==> config.mk <==
export PLATFORM = sky130hd
export DESIGN_NAME = eth_mii_tx
export DESIGN_NICKNAME = d
export VERILOG_FILES = /design/src/rtl/eth_pkg.sv /design/src/rtl/eth_mii_tx.sv
export SDC_FILE = /design/constraint.sdc
export NUM_CORES = 1
export LEC_CHECK = 0
export ABC_AREA = 0
export BUFFER_PORTS_ARGS = -buffer_cell sky130_fd_sc_hd__buf_2
export CORE_UTILIZATION = 47
export DETAILED_ROUTE_END_ITERATION = 6
export PLACE_DENSITY = 0.72
export REMOVE_ABC_BUFFERS = 1
export SYNTH_ARGS = -nofsm -noshare
export SYNTH_HDL_FRONTEND = slang
export SYNTH_SLANG_ARGS = --single-unit
==> constraint.sdc <==
create_clock -name clk -period 1.68 [get_ports clk]
set_input_delay 0.168 -clock clk [delete_from_list [all_inputs] [get_ports clk]]
set_output_delay 0.168 -clock clk [all_outputs]
set_load 0.02 [all_outputs]
==> src/rtl/eth_pkg.sv <==
// eth_pkg: shared state encoding and constants for the MII transmit path
package eth_pkg;
    typedef enum logic [2:0] {IDLE, LO, HI, ERR, DRAIN, IFG} state_t;
    localparam int ETH_DEFAULT_IFG_OCTETS = 12;
    localparam int MII_NIBBLE_W = 4;
endpackage

==> src/rtl/eth_mii_tx.sv <==
// eth_mii_tx: serialises framed AXI Stream bytes onto MII TX with inter-frame gap and underrun handling
module eth_mii_tx
    import eth_pkg::*;
#(
    parameter int IFG_OCTETS = ETH_DEFAULT_IFG_OCTETS
) (
    input  logic                    clk,
    input  logic                    aresetn,
    output logic                    axis_i_tready,
    input  logic                    axis_i_tvalid,
    input  logic                    axis_i_tlast,
    input  logic [7:0]              axis_i_tdata,
    output logic                    mii_tx_en,
    output logic                    mii_tx_er,
    output logic [MII_NIBBLE_W-1:0] mii_txd,
    output logic                    frame_done,
    output logic                    underrun
);
    localparam int CW = $clog2(2 * IFG_OCTETS);
    localparam logic [CW-1:0] IFG_LOAD = CW'(2 * IFG_OCTETS - 1);

    state_t                  state_q, state_d;
    logic [CW-1:0]           cnt_q, cnt_d;
    logic [7:0]              byte_q, byte_d;
    logic                    last_q, last_d;
    logic                    tready_q, tready_d;
    logic                    tx_en_q, tx_en_d;
    logic                    tx_er_q, tx_er_d;
    logic [MII_NIBBLE_W-1:0] txd_q, txd_d;
    logic                    frame_done_q, frame_done_d;
    logic                    underrun_q, underrun_d;
    logic                    accept;

    assign accept        = tready_q & axis_i_tvalid;
    assign axis_i_tready = tready_q;
    assign mii_tx_en     = tx_en_q;
    assign mii_tx_er     = tx_er_q;
    assign mii_txd       = txd_q;
    assign frame_done    = frame_done_q;
    assign underrun      = underrun_q;

    // Next state, shared gap/error counter, byte capture, and outputs derived from the next state
    always_comb begin
        state_d = state_q;
        cnt_d   = cnt_q;
        byte_d  = byte_q;
        last_d  = last_q;
        case (state_q)
            IDLE: if (accept) begin
                byte_d  = axis_i_tdata;
                last_d  = axis_i_tlast;
                state_d = LO;
            end
            LO: state_d = HI;
            HI: if (last_q) begin
                state_d = IFG;
                cnt_d   = IFG_LOAD;
            end else if (accept) begin
                byte_d  = axis_i_tdata;
                last_d  = axis_i_tlast;
                state_d = LO;
            end else begin
                state_d = ERR;
                cnt_d   = CW'(1);
            end
            ERR: if (cnt_q == '0) state_d = DRAIN;
                 else cnt_d = cnt_q - 1'b1;
            DRAIN: if (accept && axis_i_tlast) begin
                state_d = IFG;
                cnt_d   = IFG_LOAD;
            end
            IFG: if (cnt_q == '0) state_d = IDLE;
                 else cnt_d = cnt_q - 1'b1;
            default: state_d = IDLE;
        endcase
        tready_d     = (state_d == IDLE) || (state_d == DRAIN) || (state_d == HI && !last_d);
        tx_en_d      = (state_d == LO) || (state_d == HI) || (state_d == ERR);
        tx_er_d      = state_d == ERR;
        txd_d        = state_d == LO ? byte_d[3:0] : state_d == HI ? byte_d[7:4] : '0;
        frame_done_d = state_q == HI && last_q;
        underrun_d   = state_q == HI && !last_q && !axis_i_tvalid;
    end

    // State and registered outputs; reset truncates any frame silently
    always_ff @(posedge clk or negedge aresetn) begin
        if (!aresetn) begin
            state_q      <= IDLE;
            cnt_q        <= '0;
            byte_q       <= '0;
            last_q       <= 1'b0;
            tready_q     <= 1'b0;
            tx_en_q      <= 1'b0;
            tx_er_q      <= 1'b0;
            txd_q        <= '0;
            frame_done_q <= 1'b0;
            underrun_q   <= 1'b0;
        end else begin
            state_q      <= state_d;
            cnt_q        <= cnt_d;
            byte_q       <= byte_d;
            last_q       <= last_d;
            tready_q     <= tready_d;
            tx_en_q      <= tx_en_d;
            tx_er_q      <= tx_er_d;
            txd_q        <= txd_d;
            frame_done_q <= frame_done_d;
            underrun_q   <= underrun_d;
        end
    end
endmodule

Word-level counts from Yosys, hierarchy flattened:

Cells that the tools add are included.

* flip-flop bits (word level): 26
* logic and storage cells: 63

* $add $sub $neg: 1
* equality and inequality tests: 12
* mux-type cells: 21
* bitwise logic cells: 1
* reduce and logical (&&, ||, !) cells: 18

Operators with widths (count)
* 2-to-1 mux 5 bit: 4
* one-hot mux 3 bit (6 select lines): 1
* 2-to-1 mux 8 bit: 2
* one-hot mux 8 bit (2 select lines): 1
* 2-to-1 mux 3 bit: 5
* one-hot mux 5 bit (3 select lines): 1
* == test 3 x 2 -> 1 bit (second input constant): 4
* == test 3 bit (second input constant): 3
* 2-to-1 mux 4 bit: 2
* == test 3 x 1 -> 1 bit (second input constant): 2
* zero test 3 bit: 2
* logical AND 1 bit: 5
* zero test 5 bit: 1
* subtractor 5 x 1 -> 5 bit (second input constant): 1
* logical OR 1 bit: 4
* != test 2 bit (second input constant): 2
* AND reduction 4 bit: 1
* zero test 1 bit: 3
* 2-to-1 mux 1 bit: 3
* != test 3 bit (second input constant): 1
* nonzero test 3 bit: 1
* 2-to-1 mux 2 bit: 1
* one-hot mux 1 bit (2 select lines): 1
* OR reduction 2 bit: 1
* bitwise AND 1 bit: 1

Longest topological paths before layout:

* depth after elaboration: 7
* depth in mapped cells: 7
* depth with buffers taken out: 6

Worst setup path after synthesis:

OpenSTA, ideal clock, no wires.

* path type: register -> register
* from: reg cnt_q[0]
* to: reg cnt_q[1]
* setup time: 125 ps
* data arrival time: 1542 ps
* data required time: 1555 ps
* slack: 13 ps
* stages on the path, launching flop included: 8
* clock period less this slack: 1667 ps
* path through: dfrtp_1 inv_1 ha_1 nor4b_4 a32oi_2 and2_4 buf_6 mux2_4

* longest elaborated chain between the ends: 3

RTL lines
* start, declared: line eth_mii_tx.sv:23 `logic [CW-1:0] cnt_q, cnt_d;`
* start signal, assigned: line eth_mii_tx.sv:99 `cnt_q <= cnt_d;`
* subtractor 5 x 1 -> 5 bit / zero test 5 bit (equally long branches)
* 2-to-1 mux 5 bit / != test 2 bit (equally long branches)
* one-hot mux 5 bit (3 select lines) / AND reduction 4 bit (equally long branches)

Parallel ways exist; a longest one is shown, timed or not. The select of a mux whose other input is x is not followed.
A chain may end at the register's enable or synchronous reset.

Worst setup path in the final report:

* from: reg cnt_q[1]
* to: reg tx_en_q (netlist: mii_tx_en)

* longest elaborated chain between the ends: 6

RTL lines
* zero test 5 bit *: line eth_mii_tx.sv:66, eth_mii_tx.sv:72
* 2-to-1 mux 3 bit, on equally long branches: line eth_mii_tx.sv:72, eth_mii_tx.sv:66
* one-hot mux 3 bit (6 select lines) *: line eth_mii_tx.sv:48 `case (state_q)`
* net state_d[0]: line eth_mii_tx.sv:22 `state_t state_q, state_d;`
* == test 3 x 1 -> 1 bit / == test 3 x 2 -> 1 bit (equally long branches): line eth_mii_tx.sv:77 `tx_en_d = (state_d == LO) || (state_d == HI) || (state_d == ERR);`
* logical OR 1 bit: line eth_mii_tx.sv:77
* logical OR 1 bit *: line eth_mii_tx.sv:77
* net tx_en_d: line eth_mii_tx.sv:27 `logic tx_en_q, tx_en_d;`
* end signal, assigned: line eth_mii_tx.sv:103 `tx_en_q <= tx_en_d;`
* end, declared: line eth_mii_tx.sv:27

The timed path passes the listed nets; every way through them passes the cells marked *.

==> impl_metrics.yaml <==
grt:
  grt_use_met1_pct: 25.7
  busiest_layer: "met2"
  grt_max_degree: 23
  met2_usage_pct: 29.8
  antenna_found_initial: 0
  first_global_vias: 779
  gr-usage-met3_pct: 5.15
  grt_overflow: 0
  grt_use_total_pct: 19.1
  grt_pass1_wl_mm: 3.58
synth:
  synth_seq_cells: 22
  ys_seq_area_share_pct: 50.4
  synth_edf_count: 0
  synth_ff_type: "dfrtp_1"
  ys_types: 39
  synth_top_cell_by_area: "dfrtp_1"
  synthArstFlopShare_pct: 100
  ys_warn_count: 0
  avgSynthCellArea_sq_um: 11.7
  synth.area.top_cells: "dfrtp_1, a22o_1, mux2_2"
  syn-cell-area_sq_um: 1090
  synth_top_area_share_pct: 50.4
  syn_inst: 93
pwr:
  power_density_nw_per_um2: 1890
  p_leak_nw: 0.682
  irDropWorstVdd_v: 0.00115
placed_design:
  port_buffers: 20
  placed_area_sq_um: 1270
  hpwl_mm: 1.59
  place_congestion: 0.833
cells_and_area:
  final_area_sq_um: 1410
  n_antenna_cell: 0
  drive_gt1_share_pct: 44.6
  nets: 145
  syn_to_final_growth_pct: 29.0
  num-fill-cells: 190
  final_util_pct: 64.3
floorplanning:
  die-area_sq_um: 2520
  die_y_um: 50.2
  die-width_um: 50.2
  core_area_sq_um: 2190
  start_util_pct: 49.9
  rows: 17
  io_pins: 21
critical_path:
  critPathSlowestCell: "dfrtp_1"
  slowest_delay_ns: 0.41
  end_kind: "register"
  start_kind: "register"
  critPathArrivalTime_ns: 1.90
  crit_required_ns: 1.91
  cp_cell_sequence: "inv_2 -> ha_4 -> nor4b_4 -> nand2_1 -> a221o_1 -> o21ba_1"
  worstPathMaxFanout: 4
  critPathKind: "register to register"
  critPathBufInv: 1
  path_delay_family: "compound AO/OA/AOI/OAI gates"
detailed_routing:
  first_pass_iters: 4
  vias: 860
  ant_nets: 0
  vias_per_cell: 5.44
  route.detailed.drc: 0
  wl_mm: 2.31
  drt_first_iter_violations: 12
  wire_per_inst_um: 14.6
sta:
  tightestPinTransition_ns: 0.485
  setup_viol: 0
  rsz0062_at_grt: "true"
  post-route-period-util_pct: 99.4
  fin_skew_ns: 0.0181
  hold_viol: 0
  max_freq_ghz: 0.599
  max_slew_margin_pct: 67.7
  finalCriticalPeriod_ns: 1.67
  slew_viol_final: 0
clocking:
  path_clk_slew_ns: 0.13
  cts_sinks: 22
  clock-root-buffer: "clkbuf_4"
  clockBufferDepth: 2
  numCtsBuffers: 3
  clk_latency_ns: 0.32
  tritoncts: "built"
  htree_levels: 1
job:
  maxCapViolCount: 0
min_path:
  hp-class: "input port to register"
run_status:
  outcome: "finished, final reports clean"
[logic make-up after synthesis]
kind of cell	synth area share (%)
AO/OA/AOI/OAI	22.2
AND/OR/NAND/NOR	13.7
flip-flops	50.4
buffers and inverters	4.01
multiplexers	7.33
adder cells (fa/ha/maj)	2.29
[state kept, by name (all words and copies together), names as in the netlist]
signal / cells
underrun: 1
frame_done: 1
state_q: 3
mii_tx_er: 1
last_q: 1
mii_tx_en: 1
mii_txd: 4
axis_i_tready: 1
byte_q: 4
cnt_q: 5
[layout by cell type, fill, tap and decap left out, types with 4 or more instances in the layout]
master,instances
dfrtp_1,22
mux2_2,4
buf_2,20
o21ai_0,4
buf_4,16
nor2_1,5
nand2b_1,4
a22o_1,6
[cells in the mapped netlist (all sizes together), types with 2 or more instances]
library cell	instances
a22o	6
nand2	2
a21boi	3
nor3	2
o21ai	6
inv	5
mux2i	2
and2	2
dfrtp	22
nor2	5
nor2b	2
o211ai	3
nand2b	4
o21ba	2
buf	3
ha	2
mux2	5
[layer usage]
layer | up-vias | share of wire, %
met5 | - | 0
met3 | 2 | 3.6
met4 | 0 | 1.2
met1 | 420 | 46
li1 | 418 | -
met2 | 20 | 50
[what timing repair did]
action                     4_1_cts  5_1_grt
hold endpoints to repair        22        0
buffers inserted                 0        7
hold buffers                     1        0
setup endpoints to repair        1       10
pin swaps                        2        7
resized for setup                0        9
[final timing paths]
check                                        to            startpoint  cells after the start  slack (ns)
setup / recovery            mii_tx_en$_DFF_PN0_  cnt_q[1]$_DFFE_PN0P_                      6        0.01
hold / removal               underrun$_DFF_PN0_         axis_i_tvalid                      2        0.04
setup reg to reg            mii_tx_en$_DFF_PN0_  cnt_q[1]$_DFFE_PN0P_                      6        0.01
hold reg to reg            mii_txd[2]$_DFF_PN0_   byte_q[6]$_DFF_PN0_                      1        0.49
max in group asynchronous  cnt_q[0]$_DFFE_PN0P_               aresetn                      2        1.01
min in group asynchronous      last_q$_DFF_PN0_               aresetn                      2        0.32
[metrics by stage]
stage | setup TNS, ns | instances | worst slack [ns] | hold WS [ns] | total power [mW]
2_1_floorplan | 0 | 89 | 0.0388 | -0.128 | 1.76
3_3_place_gp | 0 | 146 | 0.0496 | 0.157 | 2.15
3_5_place_dp | -0.0108 | 146 | -0.0108 | 0.159 | 2.19
4_1_cts | 0 | 151 | 0.00399 | 0.0358 | 2.50
5_1_grt | -0.114 | 158 | -0.0710 | 0.0303 | 2.85
6_report | 0 | 158 | 0.0101 | 0.0395 | 2.66
[report_power, final]
part	switching (mW)	internal (mW)	total (mW)
Combinational	0.716	0.717	1.43
Clock	0.166	0.133	0.298
Sequential	0.172	0.754	0.926
[layout make-up]
class,count,area (sq um),share of cell area (%)
Clock buffer,4,36.3,2.58
Sequential cell,22,551,39.1
Tap cell,28,35.0,2.49
Inverter,5,18.8,1.33
Multi-Input combinational cell,62,538,38.2
Timing Repair Buffer,37,230,16.3
Power figures use the tool's default switching activity.
